===== config.mk =====
export PLATFORM = sky130hd
export DESIGN_NAME = timer_controller_flat
export DESIGN_NICKNAME = d
export VERILOG_FILES = /design/src/rtl/timer_ctrl_pkg.sv /design/src/rtl/timer_controller_if.sv /design/src/rtl/timer_controller_tick_prescaler.sv /design/src/rtl/timer_controller.sv /design/src/flat_wrapper.sv
export SDC_FILE = /design/constraint.sdc
export NUM_CORES = 1
export LEC_CHECK = 0
export ABC_AREA = 1
export ABC_CLOCK_PERIOD_IN_PS = 1520
export CAP_MARGIN = 40
export CELL_PAD_IN_SITES_DETAIL_PLACEMENT = 1
export CELL_PAD_IN_SITES_GLOBAL_PLACEMENT = 2
export CORE_MARGIN = 2
export CORE_UTILIZATION = 29
export CTS_BUF_LIST = sky130_fd_sc_hd__clkbuf_4 sky130_fd_sc_hd__clkbuf_8
export CTS_CLUSTER_DIAMETER = 150
export CTS_CLUSTER_SIZE = 40
export DETAILED_ROUTE_END_ITERATION = 8
export GPL_ROUTABILITY_DRIVEN = 0
export PLACE_DENSITY_LB_ADDON = 0.1
export SYNTH_ARGS = -nofsm -noshare
export SYNTH_HDL_FRONTEND = slang
export SYNTH_SLANG_ARGS = --single-unit

===== constraint.sdc =====
create_clock -name clk -period 1.52 [get_ports clk]
set_input_delay 0.456 -clock clk [delete_from_list [all_inputs] [get_ports clk]]
set_output_delay 0.456 -clock clk [all_outputs]
set_load 0.02 [all_outputs]

===== src/rtl/timer_ctrl_pkg.sv =====
// timer_ctrl_pkg: state encodings and quick-start amount shared by timer_controller and its bench
package timer_ctrl_pkg;
   typedef enum logic [1:0] {
      ST_IDLE    = 2'd0,
      ST_READY   = 2'd1,
      ST_RUNNING = 2'd2,
      ST_PAUSED  = 2'd3
   } state_t;
   localparam int QUICK_START_SEC = 30;
endpackage


===== src/rtl/timer_controller_if.sv =====
// timer_controller_if: user/door inputs and countdown status outputs of timer_controller
interface timer_controller_if #(parameter int TIME_W = 8);
   logic              start;
   logic              stop;
   logic              door_closed;
   logic              time_load;
   logic [TIME_W-1:0] time_in;
   logic [TIME_W-1:0] remaining;
   logic              magnetron_on;
   logic              done;
   logic [1:0]        state;
   modport master (
      output start, stop, door_closed, time_load, time_in,
      input  remaining, magnetron_on, done, state
   );
   modport slave (
      input  start, stop, door_closed, time_load, time_in,
      output remaining, magnetron_on, done, state
   );
endinterface


===== src/rtl/timer_controller_tick_prescaler.sv =====
// tick_prescaler: one-cycle tick every CLK_DIV enabled cycles; count holds while disabled
module tick_prescaler #(
   parameter int CLK_DIV = 100
) (
   input  logic clk,
   input  logic clear,
   input  logic enable,
   input  logic restart,
   output logic tick
);
   localparam int CNT_W = $clog2(CLK_DIV);
   logic [CNT_W-1:0] cnt;
   assign tick = enable && cnt == CNT_W'(CLK_DIV - 1);
   always_ff @(posedge clk or posedge clear)
      if (clear)
         cnt <= '0;
      else if (restart)
         cnt <= '0;
      else if (enable)
         cnt <= tick ? '0 : cnt + 1'b1;
endmodule


===== src/rtl/timer_controller.sv =====
// timer_controller: non-recycling countdown FSM with door interlock and done pulse.
// Define TIMER_CTRL_QUICK_START_EN to let start launch/extend a run by QUICK_START_SEC.
module timer_controller import timer_ctrl_pkg::*; #(
   parameter int CLK_DIV = 100,
   parameter int TIME_W  = 8
) (
   input logic               clk,
   input logic               clear,
   timer_controller_if.slave bus
);
   state_t            state_q, state_n;
   logic [TIME_W-1:0] rem_q, rem_n;
   logic              done_q, done_n;
   logic              restart, tick, run_en;
   assign run_en = state_q == ST_RUNNING && bus.door_closed && !bus.stop;
   tick_prescaler #(.CLK_DIV(CLK_DIV)) u_pre (
      .clk     (clk),
      .clear   (clear),
      .enable  (run_en),
      .restart (restart),
      .tick    (tick)
   );
`ifdef TIMER_CTRL_QUICK_START_EN
   logic [TIME_W:0] sum;
   assign sum = {1'b0, rem_q} + (TIME_W+1)'(QUICK_START_SEC);
`endif
   always_ff @(posedge clk or posedge clear)
      if (clear) begin
         state_q <= ST_IDLE;
         rem_q   <= '0;
         done_q  <= 1'b0;
      end else begin
         state_q <= state_n;
         rem_q   <= rem_n;
         done_q  <= done_n;
      end
   always_comb begin
      state_n = state_q;
      rem_n   = rem_q;
      done_n  = 1'b0;
      restart = 1'b0;
      case (state_q)
         ST_IDLE:
            if (bus.stop)
               rem_n = '0;
            else if (bus.time_load) begin
               if (bus.time_in != '0) begin
                  state_n = ST_READY;
                  rem_n   = bus.time_in;
               end
            end
`ifdef TIMER_CTRL_QUICK_START_EN
            else if (bus.start && bus.door_closed) begin
               state_n = ST_RUNNING;
               rem_n   = TIME_W'(QUICK_START_SEC);
               restart = 1'b1;
            end
`endif
         ST_READY:
            if (bus.stop) begin
               state_n = ST_IDLE;
               rem_n   = '0;
            end else if (bus.time_load) begin
               state_n = bus.time_in == '0 ? ST_IDLE : ST_READY;
               rem_n   = bus.time_in;
            end else if (bus.start && bus.door_closed) begin
               state_n = ST_RUNNING;
               restart = 1'b1;
            end
         ST_RUNNING:
            if (bus.stop || !bus.door_closed)
               state_n = ST_PAUSED;
`ifdef TIMER_CTRL_QUICK_START_EN
            else if (bus.start)
               rem_n = sum[TIME_W] ? '1 : sum[TIME_W-1:0];
`endif
            else if (tick) begin
               // a tick at 1 (or a defensive 0) finishes the run instead of wrapping
               if (rem_q <= TIME_W'(1)) begin
                  state_n = ST_IDLE;
                  rem_n   = '0;
                  done_n  = 1'b1;
               end else
                  rem_n = rem_q - 1'b1;
            end
         ST_PAUSED:
            if (bus.stop) begin
               state_n = ST_IDLE;
               rem_n   = '0;
            end else if (bus.start && bus.door_closed)
               state_n = ST_RUNNING;
         default: begin
            state_n = ST_IDLE;
            rem_n   = '0;
         end
      endcase
   end
   assign bus.remaining    = rem_q;
   assign bus.done         = done_q;
   assign bus.state        = state_q;
   assign bus.magnetron_on = state_q == ST_RUNNING && bus.door_closed;
endmodule


===== src/flat_wrapper.sv =====
// flat-port wrapper written by rule: the top's interface ports become plain ports
module timer_controller_flat import timer_ctrl_pkg::*;
#(
   parameter int CLK_DIV = 100,
   parameter int TIME_W  = 8
)
  (clk, clear, bus_start, bus_stop, bus_door_closed, bus_time_load, bus_time_in, bus_remaining, bus_magnetron_on, bus_done, bus_state);
  timer_controller_if #(.TIME_W(TIME_W)) bus_i ();
  input logic clk;
  input logic clear;
  input wire logic [$bits(bus_i.start)-1:0] bus_start;
  input wire logic [$bits(bus_i.stop)-1:0] bus_stop;
  input wire logic [$bits(bus_i.door_closed)-1:0] bus_door_closed;
  input wire logic [$bits(bus_i.time_load)-1:0] bus_time_load;
  input wire logic [$bits(bus_i.time_in)-1:0] bus_time_in;
  output wire logic [$bits(bus_i.remaining)-1:0] bus_remaining;
  output wire logic [$bits(bus_i.magnetron_on)-1:0] bus_magnetron_on;
  output wire logic [$bits(bus_i.done)-1:0] bus_done;
  output wire logic [$bits(bus_i.state)-1:0] bus_state;
  assign bus_i.start = bus_start;
  assign bus_i.stop = bus_stop;
  assign bus_i.door_closed = bus_door_closed;
  assign bus_i.time_load = bus_time_load;
  assign bus_i.time_in = bus_time_in;
  assign bus_remaining = bus_i.remaining;
  assign bus_magnetron_on = bus_i.magnetron_on;
  assign bus_done = bus_i.done;
  assign bus_state = bus_i.state;
  timer_controller #(.CLK_DIV(CLK_DIV), .TIME_W(TIME_W)) u_core (.clk(clk), .clear(clear), .bus(bus_i));
endmodule

==> report_table.html, run 1 <==
<table>
<tr><th>Metric</th><th>Value</th></tr>
<tr><th colspan="2">Drt</th></tr>
<tr><td>Total number of vias</td><td>1520</td></tr>
<tr><td>Total Routed Length</td><td>4510 µm</td></tr>
<tr><td>TritonRoute pass-1 iters</td><td>4</td></tr>
<tr><td>Post-route DRC</td><td>0</td></tr>
<tr><td>Antenna-violating nets left</td><td>0</td></tr>
<tr><td>Starting DRT DRC Count</td><td>24</td></tr>
<tr><td>Routed wire length per instance</td><td>14.23 µm</td></tr>
<tr><td>Average via count per standard cell</td><td>4.795</td></tr>
<tr><th colspan="2">Clock network</th></tr>
<tr><td>Number of buffers inserted by hold repair at cts</td><td>0</td></tr>
<tr><td>Maximum number of buffers from clock root to sink</td><td>2</td></tr>
<tr><td>Clock transition time at the flip-flop clock pins of the worst setup and hold paths</td><td>80 ps</td></tr>
<tr><td>Clock buffers created by TritonCTS</td><td>3</td></tr>
<tr><td>Clock tree from TritonCTS</td><td>done</td></tr>
<tr><td>Clock Tree Root</td><td>sky130_fd_sc_hd__clkbuf_8</td></tr>
<tr><td>Number of clock sinks seen by CTS</td><td>18</td></tr>
<tr><td>Worst skew pair latency</td><td>260 ps</td></tr>
<tr><td>H-tree depth</td><td>1</td></tr>
<tr><th colspan="2">STA</th></tr>
<tr><td>Time the worst path needs with I/O delays and setup</td><td>1491 ps</td></tr>
<tr><td>Final Hold Violating Endpoints</td><td>0</td></tr>
<tr><td>Number of endpoints failing setup at the final stage</td><td>0</td></tr>
<tr><td>RSZ-0062 raised after global routing</td><td>true</td></tr>
<tr><td>Worst hold slack across all endpoints</td><td>540.1 ps</td></tr>
<tr><td>Tcrit/Tclk final</td><td>98.08%</td></tr>
<tr><td>Worst slew margin</td><td>79.75%</td></tr>
<tr><td>Maximum clock rate</td><td>0.6708 GHz</td></tr>
<tr><td>Skew final</td><td>2.756 ps</td></tr>
<tr><td>Number of pins exceeding their max-slew limit in the final report</td><td>0</td></tr>
<tr><td>Slew at the pin with the worst max-slew slack</td><td>303.1 ps</td></tr>
<tr><th colspan="2">Synthesis</th></tr>
<tr><td>Synth Net Count</td><td>216</td></tr>
<tr><td>Post-Syn Instances</td><td>199</td></tr>
<tr><td>Synthesized cell area</td><td>1348 µm²</td></tr>
<tr><td>Proportion of netlist area held by the largest area contributor</td><td>33.43%</td></tr>
<tr><td>Post-synth top flop</td><td>sky130_fd_sc_hd__dfrtp_1</td></tr>
<tr><td>Simple-gate share of the synthesized area</td><td>47.54%</td></tr>
<tr><td>Count of state elements after synthesis</td><td>18</td></tr>
<tr><td>Sequential area share after synthesis</td><td>33.43%</td></tr>
<tr><td>Mux cell area share after synthesis</td><td>1.114%</td></tr>
<tr><td>Parity-gate share of the synthesized area counting xor and xnor cells</td><td>2.600%</td></tr>
<tr><td>Async set-or-reset flop fraction in the synthesized netlist</td><td>100.0%</td></tr>
<tr><td>Largest area contributor in the synthesized netlist</td><td>sky130_fd_sc_hd__dfrtp_1</td></tr>
<tr><td>Commonest cells post-synth</td><td>sky130_fd_sc_hd__nand2_1, sky130_fd_sc_hd__nor2_1, sky130_fd_sc_hd__inv_1</td></tr>
<tr><td>Cells taking the most area after synthesis</td><td>sky130_fd_sc_hd__dfrtp_1, sky130_fd_sc_hd__nand2_1, sky130_fd_sc_hd__nor2_1, sky130_fd_sc_hd__inv_1, sky130_fd_sc_hd__nand3_1</td></tr>
<tr><td>Count of warnings emitted by yosys</td><td>0</td></tr>
<tr><td>Number of distinct library cell variants in the gate-level netlist after synthesis</td><td>25</td></tr>
<tr><td>Synth Area in Compound Gates</td><td>4.828%</td></tr>
<tr><td>Largest family of logic cells by synthesized area</td><td>simple AND/OR/NAND/NOR gates</td></tr>
<tr><td>Mean area per synthesized cell</td><td>6.772 µm²</td></tr>
<tr><td>Dominant cell by count in the synthesized netlist</td><td>sky130_fd_sc_hd__nand2_1</td></tr>
<tr><td>Post-synthesis adder-cell area fraction</td><td>2.786%</td></tr>
<tr><td>Number of flops mapped to enable cells by yosys</td><td>0</td></tr>
<tr><th colspan="2">Power and ir drop</th></tr>
<tr><td>Pleak</td><td>1.129 nW</td></tr>
<tr><td>Switching power</td><td>1.698 mW</td></tr>
<tr><td>Clock share of power</td><td>10.8%</td></tr>
<tr><td>Power share of the combinational group</td><td>65.7%</td></tr>
<tr><td>Share of total power consumed by net switching</td><td>47.87%</td></tr>
<tr><td>Part of the total power dissipated in sequential elements</td><td>23.5%</td></tr>
<tr><td>Internal power summed over all cells</td><td>1.849 mW</td></tr>
<tr><td>Power Density</td><td>1719 nW/µm²</td></tr>
<tr><td>Largest voltage drop on the vdd net</td><td>0.0007866 V</td></tr>
<tr><th colspan="2">GRT</th></tr>
<tr><td>Congestion Overflow GR</td><td>0</td></tr>
<tr><td>Maximum number of pins on one net before global-route repair</td><td>19</td></tr>
<tr><td>Global-route wire length before repair</td><td>7479 µm</td></tr>
<tr><td>Vias in the first global route</td><td>1661</td></tr>
<tr><td>Total global routing track utilization</td><td>18.17%</td></tr>
<tr><td>Initial antenna violation count</td><td>0</td></tr>
<tr><th colspan="2">Status</th></tr>
<tr><td>Result of the run</td><td>finished, final reports clean</td></tr>
<tr><th colspan="2">Cells and area</th></tr>
<tr><td>Diodes inserted</td><td>0</td></tr>
<tr><td>Final core area utilization</td><td>46.74%</td></tr>
<tr><td>P&amp;R area growth vs syn</td><td>53.11%</td></tr>
<tr><td>Cell area after layout</td><td>2063 µm²</td></tr>
<tr><td>Nets</td><td>283</td></tr>
<tr><td>Fillers</td><td>569</td></tr>
<tr><td>Layout cell share with drive strength beyond 1</td><td>33.21%</td></tr>
<tr><td>Non-filler cells, final</td><td>317</td></tr>
<tr><th colspan="2">Placed design</th></tr>
<tr><td>Buffers added on ports</td><td>25</td></tr>
<tr><td>Instance area at placement</td><td>1916 µm²</td></tr>
<tr><td>DP Wirelength</td><td>3596 µm</td></tr>
<tr><td>Cell Count Post-Placement</td><td>310</td></tr>
<tr><th colspan="2">Critical path</th></tr>
<tr><td>Startpoint of the worst-slack reg-to-reg timing path</td><td>u_core.bus.state[1]$_DFFE_PP0P_</td></tr>
<tr><td>Combined buffer and inverter count along the critical path</td><td>1</td></tr>
<tr><td>Cells on worst reg2reg path</td><td>9</td></tr>
<tr><td>Worst Setup Start Kind</td><td>register</td></tr>
<tr><td>Largest stage delay on the critical path</td><td>420 ps</td></tr>
<tr><td>WS Path Type</td><td>register to output port</td></tr>
<tr><td>Data required time of the worst path</td><td>1060 ps</td></tr>
<tr><td>Worst R2R Setup Slack</td><td>80 ps</td></tr>
<tr><td>Crit path cell chain</td><td>dlygate4sd2_1</td></tr>
<tr><td>Data arrival at the endpoint of the critical path</td><td>1030 ps</td></tr>
<tr><td>Standard cell with the maximum stage delay on the critical path</td><td>sky130_fd_sc_hd__dfrtp_1</td></tr>
<tr><td>Nature of the critical path endpoint</td><td>output port</td></tr>
<tr><td>Category of cells accounting for the largest share of critical-path delay</td><td>flip-flops</td></tr>
<tr><td>Capturing point of the worst reg2reg path</td><td>u_core.bus.remaining[0]$_DFFE_PP0P_</td></tr>
<tr><td>Max FO, Critical Path</td><td>3</td></tr>
<tr><th colspan="2">Die</th></tr>
<tr><td>Number of I/O pins</td><td>26</td></tr>
<tr><td>Die span in x</td><td>72.17 µm</td></tr>
<tr><td>Floorplan row count</td><td>24</td></tr>
<tr><td>Die height</td><td>72.17 µm</td></tr>
<tr><td>Area of the die</td><td>5208 µm²</td></tr>
<tr><td>Initial cell density of the core</td><td>30.53%</td></tr>
<tr><td>Placeable core area</td><td>4414 µm²</td></tr>
<tr><th colspan="2">Hold path</th></tr>
<tr><td>Hold Path Class</td><td>input port to async pin</td></tr>
<tr><th colspan="2">Flow run</th></tr>
<tr><td>Max Cap Violations</td><td>0</td></tr>
</table>
==> power groups by stage <==
stage	registers, mW	logic [mW]	clock network (mW)
2_1_floorplan	0.977	1.11	0
3_3_place_gp	0.819	2.17	0
3_5_place_dp	0.832	2.26	0
4_1_cts	0.814	2.25	0.402
5_1_grt	0.865	2.60	0.414
6_report	0.834	2.33	0.383
==> per-layer routing <==
| layer | track usage [%] | part of all wire (%) | vias up |
|---|---|---|---|
| met5 | 0 | 0 | - |
| met2 | 35.58 | 53 | 15 |
| met3 | 2.361 | 2.5 | 2 |
| li1 | - | - | 757 |
| met4 | 4.612 | 0.42 | 0 |
| met1 | 20.40 | 44 | 746 |
==> metrics by stage <==
step           power [mW]  TNS (ps)  setup slack [ps]
3_5_place_dp        3.092     -7234            -616.1
4_1_cts             3.462         0          0.005884
6_report            3.547         0             29.25
5_1_grt             3.877    -49.42            -10.57
3_3_place_gp        2.987     -6300            -599.7
2_1_floorplan       2.085         0             4.711
==> worst max path at each step <==
stage	to	startpoint	slack (ps)	cells past startpoint
after floorplan	u_core.bus.remaining[3]$_DFFE_PP0P_	u_core.bus.remaining[1]$_DFFE_PP0P_	5	9
after global placement	bus_magnetron_on	bus_door_closed	-600	4
after detailed placement	bus_magnetron_on	bus_door_closed	-620	4
after CTS	u_core.bus.remaining[0]$_DFFE_PP0P_	bus_stop	0.006	8
after global routing	u_core.bus.remaining[7]$_DFFE_PP0P_	u_core.bus.state[1]$_DFFE_PP0P_	-10	9
final	bus_remaining[3]	u_core.bus.remaining[3]$_DFFE_PP0P_	30	1
==> cell families (layout without fill, tap and decap cells) <==
kind of cell / after synthesis / in the layout
and+or+nand+nor: 138 / 138
adders and majority gates: 3 / 3
DFF: 18 / 18
muxes: 1 / 1
xor gates and xnor gates: 4 / 4
AOI/OAI and AO/OA: 10 / 10
buffers and inverters: 25 / 91
==> cells in the final DEF, fill, tap and decap left out, types with 2 or more instances in the layout <==
master	n
sky130_fd_sc_hd__nand2_4	4
sky130_fd_sc_hd__clkbuf_8	3
sky130_fd_sc_hd__o21ai_0	4
sky130_fd_sc_hd__dfrtp_2	2
sky130_fd_sc_hd__xor2_1	4
sky130_fd_sc_hd__inv_2	7
sky130_fd_sc_hd__buf_4	34
sky130_fd_sc_hd__buf_2	2
sky130_fd_sc_hd__dlymetal6s2s_1	5
sky130_fd_sc_hd__buf_6	5
sky130_fd_sc_hd__inv_1	16
sky130_fd_sc_hd__clkdlybuf4s50_1	2
sky130_fd_sc_hd__nor2_2	9
sky130_fd_sc_hd__dfrtp_1	16
sky130_fd_sc_hd__nand4_1	6
sky130_fd_sc_hd__dlygate4sd2_1	14
sky130_fd_sc_hd__nand2_1	76
sky130_fd_sc_hd__ha_4	2
sky130_fd_sc_hd__nand4_4	2
sky130_fd_sc_hd__nor2_1	16
sky130_fd_sc_hd__o21ai_1	3
sky130_fd_sc_hd__nand3_1	13
sky130_fd_sc_hd__nor2_4	4
sky130_fd_sc_hd__nand2_2	6
==> layout make-up <==
class                           count  area (µm²)  area share, %
Clock buffer                        4       48.80          2.365
Timing Repair Buffer               63       531.8          25.77
Multi-Input combinational cell    156       872.1          42.27
Sequential cell                    18       452.9          21.95
Tap cell                           52       65.06          3.153
Inverter                           24       92.59          4.488
==> repair_timing <==
action                     in CTS  in global routing
gates resized for setup        35                 29
buffers inserted                2                  1
setup endpoints to repair      28                 19
pin swaps                       9                 20
==> registers in the layout (all words and copies together) (netlist names) <==
signal and flops:
u_core.bus.done 1, u_core.bus.remaining 8, u_core.bus.state 2, u_core.u_pre.cnt 7
(Power assumes the default switching activity.)
==> run 2: changes to the inputs <==
- ABC_CLOCK_PERIOD_IN_PS: 1520 -> 1300
- CORE_UTILIZATION: 29 -> 26
- clock period: 1.52 -> 1.3 ns (I/O delays scaled with it)
==> run 2 against run 1 <==
Effect of this change:
- the run now ends with negative setup slack left
- hold slack got worse by 97 ps
- first-iteration DRC count did not move
- clock-buffer cell count stayed put
- setup slack worse by 170 ps
- die area grew 11%
- via count grew 7.1%
- clock power increased by 30%
- sequential cell count is the same
- critical path depth increased by 8
- final cell count rose by 12%
- critical path type is now register to register
- largest power group unchanged
==> report_table.html, run 2 (synthesized netlist as in run 1, its figures left out) <==
<table>
<tr><th>Metric</th><th>Value</th></tr>
<tr><th colspan="2">Critical path</th></tr>
<tr><td>Critical Path Most Common Cell</td><td>sky130_fd_sc_hd__nand2_1</td></tr>
<tr><td>Data required time of the worst path</td><td>1510 ps</td></tr>
<tr><td>Standard cell with the maximum stage delay on the critical path</td><td>sky130_fd_sc_hd__dfrtp_2</td></tr>
<tr><td>Category of cells accounting for the largest share of critical-path delay</td><td>flip-flops</td></tr>
<tr><td>Max FO, Critical Path</td><td>5</td></tr>
<tr><td>Nature of the critical path endpoint</td><td>register</td></tr>
<tr><td>Crit path cell chain</td><td>ha_4 -&gt; o21ai_4 -&gt; nor2_4 -&gt; nor2_4 -&gt; buf_12 -&gt; nand3_2 -&gt; nand2_1 -&gt; nand2_1 -&gt; nand2_1</td></tr>
<tr><td>Largest stage delay on the critical path</td><td>460 ps</td></tr>
<tr><td>Combined buffer and inverter count along the critical path</td><td>1</td></tr>
<tr><td>Worst Setup Start Kind</td><td>register</td></tr>
<tr><td>Data arrival at the endpoint of the critical path</td><td>1650 ps</td></tr>
<tr><td>WS Path Type</td><td>register to register</td></tr>
<tr><th colspan="2">Clock network</th></tr>
<tr><td>Maximum number of buffers from clock root to sink</td><td>2</td></tr>
<tr><td>Clock Tree Root</td><td>sky130_fd_sc_hd__clkbuf_8</td></tr>
<tr><td>Clock transition time at the flip-flop clock pins of the worst setup and hold paths</td><td>80 ps</td></tr>
<tr><td>Worst skew pair latency</td><td>260 ps</td></tr>
<tr><td>Clock buffers created by TritonCTS</td><td>3</td></tr>
<tr><td>H-tree depth</td><td>1</td></tr>
<tr><td>Clock tree from TritonCTS</td><td>done</td></tr>
<tr><td>Number of clock sinks seen by CTS</td><td>18</td></tr>
<tr><th colspan="2">STA</th></tr>
<tr><td>RSZ-0062 raised after global routing</td><td>true</td></tr>
<tr><td>Skew final</td><td>1.658 ps</td></tr>
<tr><td>Number of endpoints failing setup at the final stage</td><td>16</td></tr>
<tr><td>Slew at the pin with the worst max-slew slack</td><td>299.1 ps</td></tr>
<tr><td>Number of pins exceeding their max-slew limit in the final report</td><td>0</td></tr>
<tr><td>Fin worst setup slack</td><td>-143.0 ps</td></tr>
<tr><td>Final Hold Violating Endpoints</td><td>0</td></tr>
<tr><td>Worst slew margin</td><td>80.02%</td></tr>
<tr><td>Time the worst path needs with I/O delays and setup</td><td>1443 ps</td></tr>
<tr><td>Tcrit/Tclk final</td><td>111.0%</td></tr>
<tr><td>Maximum clock rate</td><td>0.6930 GHz</td></tr>
<tr><th colspan="2">Placed design</th></tr>
<tr><td>Cell Count Post-Placement</td><td>336</td></tr>
<tr><td>DP Wirelength</td><td>3654 µm</td></tr>
<tr><td>Post-placement setup slack</td><td>-707.8 ps</td></tr>
<tr><td>Buffers added on ports</td><td>25</td></tr>
<tr><td>Instance area at placement</td><td>2034 µm²</td></tr>
<tr><th colspan="2">Power and ir drop</th></tr>
<tr><td>Largest voltage drop on the vdd net</td><td>0.0007443 V</td></tr>
<tr><td>Power Density</td><td>2071 nW/µm²</td></tr>
<tr><td>Pleak</td><td>1.202 nW</td></tr>
<tr><td>Total power</td><td>4.884 mW</td></tr>
<tr><th colspan="2">GRT</th></tr>
<tr><td>Initial antenna violation count</td><td>0</td></tr>
<tr><td>Total global routing track utilization</td><td>17.98%</td></tr>
<tr><td>Maximum number of pins on one net before global-route repair</td><td>19</td></tr>
<tr><td>Global-route wire length before repair</td><td>8342 µm</td></tr>
<tr><td>Vias in the first global route</td><td>1741</td></tr>
<tr><td>Congestion Overflow GR</td><td>0</td></tr>
<tr><th colspan="2">Drt</th></tr>
<tr><td>Routed wire length per instance</td><td>14.31 µm</td></tr>
<tr><td>Total Routed Length</td><td>5067 µm</td></tr>
<tr><td>Post-route DRC</td><td>0</td></tr>
<tr><td>Antenna-violating nets left</td><td>0</td></tr>
<tr><td>Total number of vias</td><td>1628</td></tr>
<tr><td>TritonRoute pass-1 iters</td><td>4</td></tr>
<tr><td>Starting DRT DRC Count</td><td>24</td></tr>
<tr><td>Average via count per standard cell</td><td>4.599</td></tr>
<tr><th colspan="2">Die</th></tr>
<tr><td>Number of I/O pins</td><td>26</td></tr>
<tr><td>Die span in x</td><td>75.99 µm</td></tr>
<tr><td>Die height</td><td>75.99 µm</td></tr>
<tr><td>Initial cell density of the core</td><td>26.72%</td></tr>
<tr><td>Floorplan row count</td><td>26</td></tr>
<tr><td>Area of the die</td><td>5774 µm²</td></tr>
<tr><td>Placeable core area</td><td>5042 µm²</td></tr>
<tr><th colspan="2">Cells and area</th></tr>
<tr><td>Number of flip-flops under the largest register name</td><td>8</td></tr>
<tr><td>Fillers</td><td>638</td></tr>
<tr><td>Cell area after layout</td><td>2359 µm²</td></tr>
<tr><td>P&amp;R area growth vs syn</td><td>75.02%</td></tr>
<tr><td>Commonest non-fill, non-tap cell in the layout</td><td>sky130_fd_sc_hd__nand2_1</td></tr>
<tr><td>Diodes inserted</td><td>0</td></tr>
<tr><td>Non-filler cells, final</td><td>354</td></tr>
<tr><td>Commonest cells after routing, fill and taps aside</td><td>sky130_fd_sc_hd__nand2_1, sky130_fd_sc_hd__buf_4, sky130_fd_sc_hd__dfrtp_1</td></tr>
<tr><td>Layout cell share with drive strength beyond 1</td><td>48.59%</td></tr>
<tr><td>Nets</td><td>302</td></tr>
<tr><th colspan="2">Hold path</th></tr>
<tr><td>Hold Path Class</td><td>input port to async pin</td></tr>
<tr><th colspan="2">Status</th></tr>
<tr><td>Violations in the final reports</td><td>negative setup slack</td></tr>
<tr><td>Result of the run</td><td>complete, but fails checks</td></tr>
<tr><th colspan="2">Flow run</th></tr>
<tr><td>Max Cap Violations</td><td>0</td></tr>
</table>
run 2: cell count changes in the layout (fill, tap and decap cells not counted), sizes merged:
cell           previous run  this run
buf                      41        69
dlymetal6s2s              5         0
dlygate4sd2              14        12
clkbuf                    5         4
clkdlybuf4s50             2         1
run 2: timing repair:
action | CTS | global route
pin swaps | 32 | 14
hold buffers | 0 | 0
setup endpoints to repair | 30 | 23
hold endpoints to repair | 0 | 0
gates resized for setup | 110 | 19
gates cloned | 0 | 0
setup buffers | 10 | 4
run 2: worst register-to-register path: cells and delay by family (launching register included):
family / cells / cell delay [ps]
DFF: 1 / 460
adders and majority gates: 1 / 180
AOI/OAI and AO/OA: 1 / 160
buffers and inverters: 1 / 130
and+or+nand+nor: 6 / 450
run 2: stage by stage:
step | util (%) | hold slack (ps) | TNS [ps]
after floorplan | - | 328.4 | -213.6
after global placement | 40.35 | 551.8 | -9927
after detailed placement | 40.35 | 563.0 | -11110
after CTS | 45.26 | 449.3 | -1082
after global routing | 46.77 | 467.3 | -2691
final | 46.77 | 443.4 | -1161
run 2: final timing paths:
check	from	endpoint	slack (ps)	cells after the start
min in group clk	u_core.bus.remaining[2]$_DFFE_PP0P_	u_core.bus.remaining[2]$_DFFE_PP0P_	570	2
worst min-delay path	clear	u_core.u_pre.cnt[2]$_DFFE_PP0P_	440	3
max in group asynchronous	clear	u_core.bus.remaining[1]$_DFFE_PP0P_	710	3
worst min register to register	u_core.bus.remaining[2]$_DFFE_PP0P_	u_core.bus.remaining[2]$_DFFE_PP0P_	570	2
worst max-delay path	u_core.bus.remaining[0]$_DFFE_PP0P_	u_core.bus.remaining[5]$_DFFE_PP0P_	-140	9
worst max register to register	u_core.bus.remaining[0]$_DFFE_PP0P_	u_core.bus.remaining[5]$_DFFE_PP0P_	-140	9
run 2: routing by layer:
metal / vias up / part of all wire [%] / GRT usage [%]
met5: - / 0 / 0
met4: 0 / 0.67 / 3.273
met3: 4 / 1.5 / 2.488
met2: 13 / 60 / 37.23
met1: 819 / 38 / 19.15
li1: 792 / - / -
run 2: final cells by class:
type | count | area (µm²) | share of cell area [%]
Tap cell | 70 | 87.58 | 3.714
Sequential cell | 18 | 452.9 | 19.20
Inverter | 24 | 105.1 | 4.456
Clock buffer | 4 | 55.05 | 2.334
Multi-Input combinational cell | 156 | 974.7 | 41.33
Timing Repair Buffer | 82 | 683.2 | 28.97
run 2: power breakdown:
| part | leakage [nW] | switching, mW | total, mW | internal, mW |
|---|---|---|---|---|
| combinational | 0.939 | 1.86 | 3.39 | 1.54 |
| sequential | 0.234 | 0.218 | 0.991 | 0.773 |
| clock | 0.0288 | 0.229 | 0.499 | 0.270 |
| total | 1.20 | 2.30 | 4.88 | 2.58 |
==> run 3: changes to the inputs <==
- GPL_TIMING_DRIVEN: unset -> 0
==> run 3 against run 2 <==
Effect of this change:
- the flow still finishes with violations (negative setup slack)
- sequential cell count unchanged
- global-route usage down 1.4 points
- sequential power up 9%
- critical path depth fell by 5
- highest routed layer unchanged
- largest power group unchanged
==> report_table.html, run 3 (synthesized netlist as in run 1, its figures left out) <==
<table>
<tr><th>Metric</th><th>Value</th></tr>
<tr><th colspan="2">Cells and area</th></tr>
<tr><td>Multi-input combinational cell area</td><td>940.9 µm²</td></tr>
<tr><td>Diodes inserted</td><td>0</td></tr>
<tr><td>Commonest cells after routing, fill and taps aside</td><td>sky130_fd_sc_hd__nand2_1, sky130_fd_sc_hd__buf_4, sky130_fd_sc_hd__inv_1</td></tr>
<tr><td>P&amp;R area growth vs syn</td><td>54.60%</td></tr>
<tr><td>Number of flip-flops under the largest register name</td><td>8</td></tr>
<tr><td>Seq. cell area</td><td>460.4 µm²</td></tr>
<tr><td>Layout cell share with drive strength beyond 1</td><td>38.82%</td></tr>
<tr><td>Non-filler cells, final</td><td>325</td></tr>
<tr><td>Fillers</td><td>635</td></tr>
<tr><td>Commonest non-fill, non-tap cell in the layout</td><td>sky130_fd_sc_hd__nand2_1</td></tr>
<tr><td>Nets</td><td>273</td></tr>
<tr><th colspan="2">STA</th></tr>
<tr><td>Number of endpoints failing setup at the final stage</td><td>20</td></tr>
<tr><td>Maximum clock rate</td><td>0.6862 GHz</td></tr>
<tr><td>Fin worst setup slack</td><td>-157.2 ps</td></tr>
<tr><td>Final Hold Violating Endpoints</td><td>0</td></tr>
<tr><td>RSZ-0062 raised after global routing</td><td>true</td></tr>
<tr><td>Time the worst path needs with I/O delays and setup</td><td>1457 ps</td></tr>
<tr><td>Number of pins exceeding their max-slew limit in the final report</td><td>0</td></tr>
<tr><td>Skew final</td><td>1.115 ps</td></tr>
<tr><td>Tcrit/Tclk final</td><td>112.1%</td></tr>
<tr><td>Slew at the pin with the worst max-slew slack</td><td>760.1 ps</td></tr>
<tr><td>Worst slew margin</td><td>49.27%</td></tr>
<tr><th colspan="2">Flow run</th></tr>
<tr><td>Max Cap Violations</td><td>0</td></tr>
<tr><th colspan="2">GRT</th></tr>
<tr><td>Congestion Overflow GR</td><td>0</td></tr>
<tr><td>Maximum number of pins on one net before global-route repair</td><td>19</td></tr>
<tr><td>Total global routing track utilization</td><td>16.60%</td></tr>
<tr><td>Initial antenna violation count</td><td>0</td></tr>
<tr><td>Global-route wire length before repair</td><td>7776 µm</td></tr>
<tr><td>Vias in the first global route</td><td>1647</td></tr>
<tr><th colspan="2">Drt</th></tr>
<tr><td>Starting DRT DRC Count</td><td>35</td></tr>
<tr><td>TritonRoute pass-1 iters</td><td>4</td></tr>
<tr><td>Total number of vias</td><td>1458</td></tr>
<tr><td>Antenna-violating nets left</td><td>0</td></tr>
<tr><td>Routed wire length per instance</td><td>13.96 µm</td></tr>
<tr><td>Post-route DRC</td><td>0</td></tr>
<tr><td>Average via count per standard cell</td><td>4.486</td></tr>
<tr><td>Total Routed Length</td><td>4537 µm</td></tr>
<tr><th colspan="2">Die</th></tr>
<tr><td>Floorplan row count</td><td>26</td></tr>
<tr><td>Initial cell density of the core</td><td>26.72%</td></tr>
<tr><td>Die height</td><td>75.99 µm</td></tr>
<tr><td>Area of the die</td><td>5774 µm²</td></tr>
<tr><td>Die span in x</td><td>75.99 µm</td></tr>
<tr><td>Number of I/O pins</td><td>26</td></tr>
<tr><td>Placeable core area</td><td>5042 µm²</td></tr>
<tr><th colspan="2">Status</th></tr>
<tr><td>Violations in the final reports</td><td>negative setup slack</td></tr>
<tr><td>Result of the run</td><td>complete, but fails checks</td></tr>
<tr><th colspan="2">Critical path</th></tr>
<tr><td>Worst R2R Setup Slack</td><td>-150 ps</td></tr>
<tr><td>Data required time of the worst path</td><td>910 ps</td></tr>
<tr><td>Standard cell with the maximum stage delay on the critical path</td><td>sky130_fd_sc_hd__dfrtp_2</td></tr>
<tr><td>Nature of the critical path endpoint</td><td>output port</td></tr>
<tr><td>Worst Setup Start Kind</td><td>register</td></tr>
<tr><td>Crit path cell chain</td><td>inv_2 -&gt; nand2_4 -&gt; nor2_4 -&gt; buf_6</td></tr>
<tr><td>Max FO, Critical Path</td><td>4</td></tr>
<tr><td>Largest stage delay on the critical path</td><td>430 ps</td></tr>
<tr><td>Data arrival at the endpoint of the critical path</td><td>1070 ps</td></tr>
<tr><td>WS Path Type</td><td>register to output port</td></tr>
<tr><th colspan="2">Power and ir drop</th></tr>
<tr><td>Total power</td><td>4.395 mW</td></tr>
<tr><td>Pleak</td><td>1.042 nW</td></tr>
<tr><td>Largest voltage drop on the vdd net</td><td>0.0007489 V</td></tr>
<tr><td>Power Density</td><td>2109 nW/µm²</td></tr>
<tr><th colspan="2">Clock network</th></tr>
<tr><td>Worst skew pair latency</td><td>250 ps</td></tr>
<tr><td>Clock tree from TritonCTS</td><td>done</td></tr>
<tr><td>Clock transition time at the flip-flop clock pins of the worst setup and hold paths</td><td>80 ps</td></tr>
<tr><td>Maximum number of buffers from clock root to sink</td><td>2</td></tr>
<tr><td>Number of buffers inserted by hold repair at cts</td><td>0</td></tr>
<tr><td>Clock Tree Root</td><td>sky130_fd_sc_hd__clkbuf_8</td></tr>
<tr><td>H-tree depth</td><td>1</td></tr>
<tr><td>Clock buffers created by TritonCTS</td><td>3</td></tr>
<tr><td>Number of clock sinks seen by CTS</td><td>18</td></tr>
<tr><th colspan="2">Placed design</th></tr>
<tr><td>DP Wirelength</td><td>3140 µm</td></tr>
<tr><td>Buffers added on ports</td><td>25</td></tr>
<tr><td>Cell Count Post-Placement</td><td>294</td></tr>
<tr><th colspan="2">Hold path</th></tr>
<tr><td>Hold Path Class</td><td>register to register</td></tr>
</table>
[run 3: power by group]
group | total (mW) | leakage [nW] | switching [mW] | internal (mW)
logic | 2.83 | 0.787 | 1.61 | 1.22
registers | 1.08 | 0.225 | 0.295 | 0.789
clock network | 0.477 | 0.0288 | 0.208 | 0.269
[run 3: per-layer routing]
layer	up-vias	share of wire [%]	global-route usage, %	wire length [µm]
li1	730	-	-	-
met1	710	40	17.52	1807
met2	12	56	33.21	2557
met3	6	2.1	2.962	97
met4	0	1.7	4.727	75
met5	-	0	0	0
[run 3: layout make-up]
| type | count | area share (%) |
|---|---|---|
| Inverter | 24 | 4.685 |
| Buffer | 1 | 0.5405 |
| Tap cell | 70 | 4.204 |
| Timing Repair Buffer | 52 | 20.66 |
| Sequential cell | 18 | 22.10 |
| Clock buffer | 4 | 2.643 |
| Multi-Input combinational cell | 156 | 45.17 |
[run 3: path summary, 6_finish.rpt]
kind	start	to	depth (start not counted)
setup reg to reg	u_core.bus.state[0]$_DFFE_PP0P_	u_core.u_pre.cnt[2]$_DFFE_PP0P_	7
hold / removal	u_core.bus.remaining[1]$_DFFE_PP0P_	u_core.bus.remaining[1]$_DFFE_PP0P_	2
max in group asynchronous	clear	u_core.bus.state[1]$_DFFE_PP0P_	2
min in group asynchronous	clear	u_core.u_pre.cnt[1]$_DFFE_PP0P_	2
hold reg to reg	u_core.bus.remaining[1]$_DFFE_PP0P_	u_core.bus.remaining[1]$_DFFE_PP0P_	2
setup / recovery	u_core.bus.state[0]$_DFFE_PP0P_	bus_magnetron_on	4
[run 3: worst max-delay path: cells and delay by family (launching register included)]
family | cells | cell delay (ps)
and+or+nand+nor | 2 | 180
DFF | 1 | 430
buffers and inverters | 2 | 200
[run 3: metrics by stage]
step           util, %  setup WS (ps)  hold WS (ps)  cell area (µm²)  TNS, ps
2_1_floorplan        -         -44.50         328.4             1373   -213.6
3_3_place_gp     33.92         -756.9         526.4             1710   -13140
3_5_place_dp     33.92         -767.5         524.2             1710   -15070
4_1_cts          39.48         -145.6         550.2             1991    -1651
5_1_grt          41.32         -246.6         612.4             2083    -3524
6_report         41.32         -157.2         550.0             2083    -1856
[run 3: what timing repair did]
action / CTS / global route
buffers inserted: 21 / 6
resized for setup: 91 / 26
pin swaps: 26 / 9
setup endpoints to repair: 30 / 27
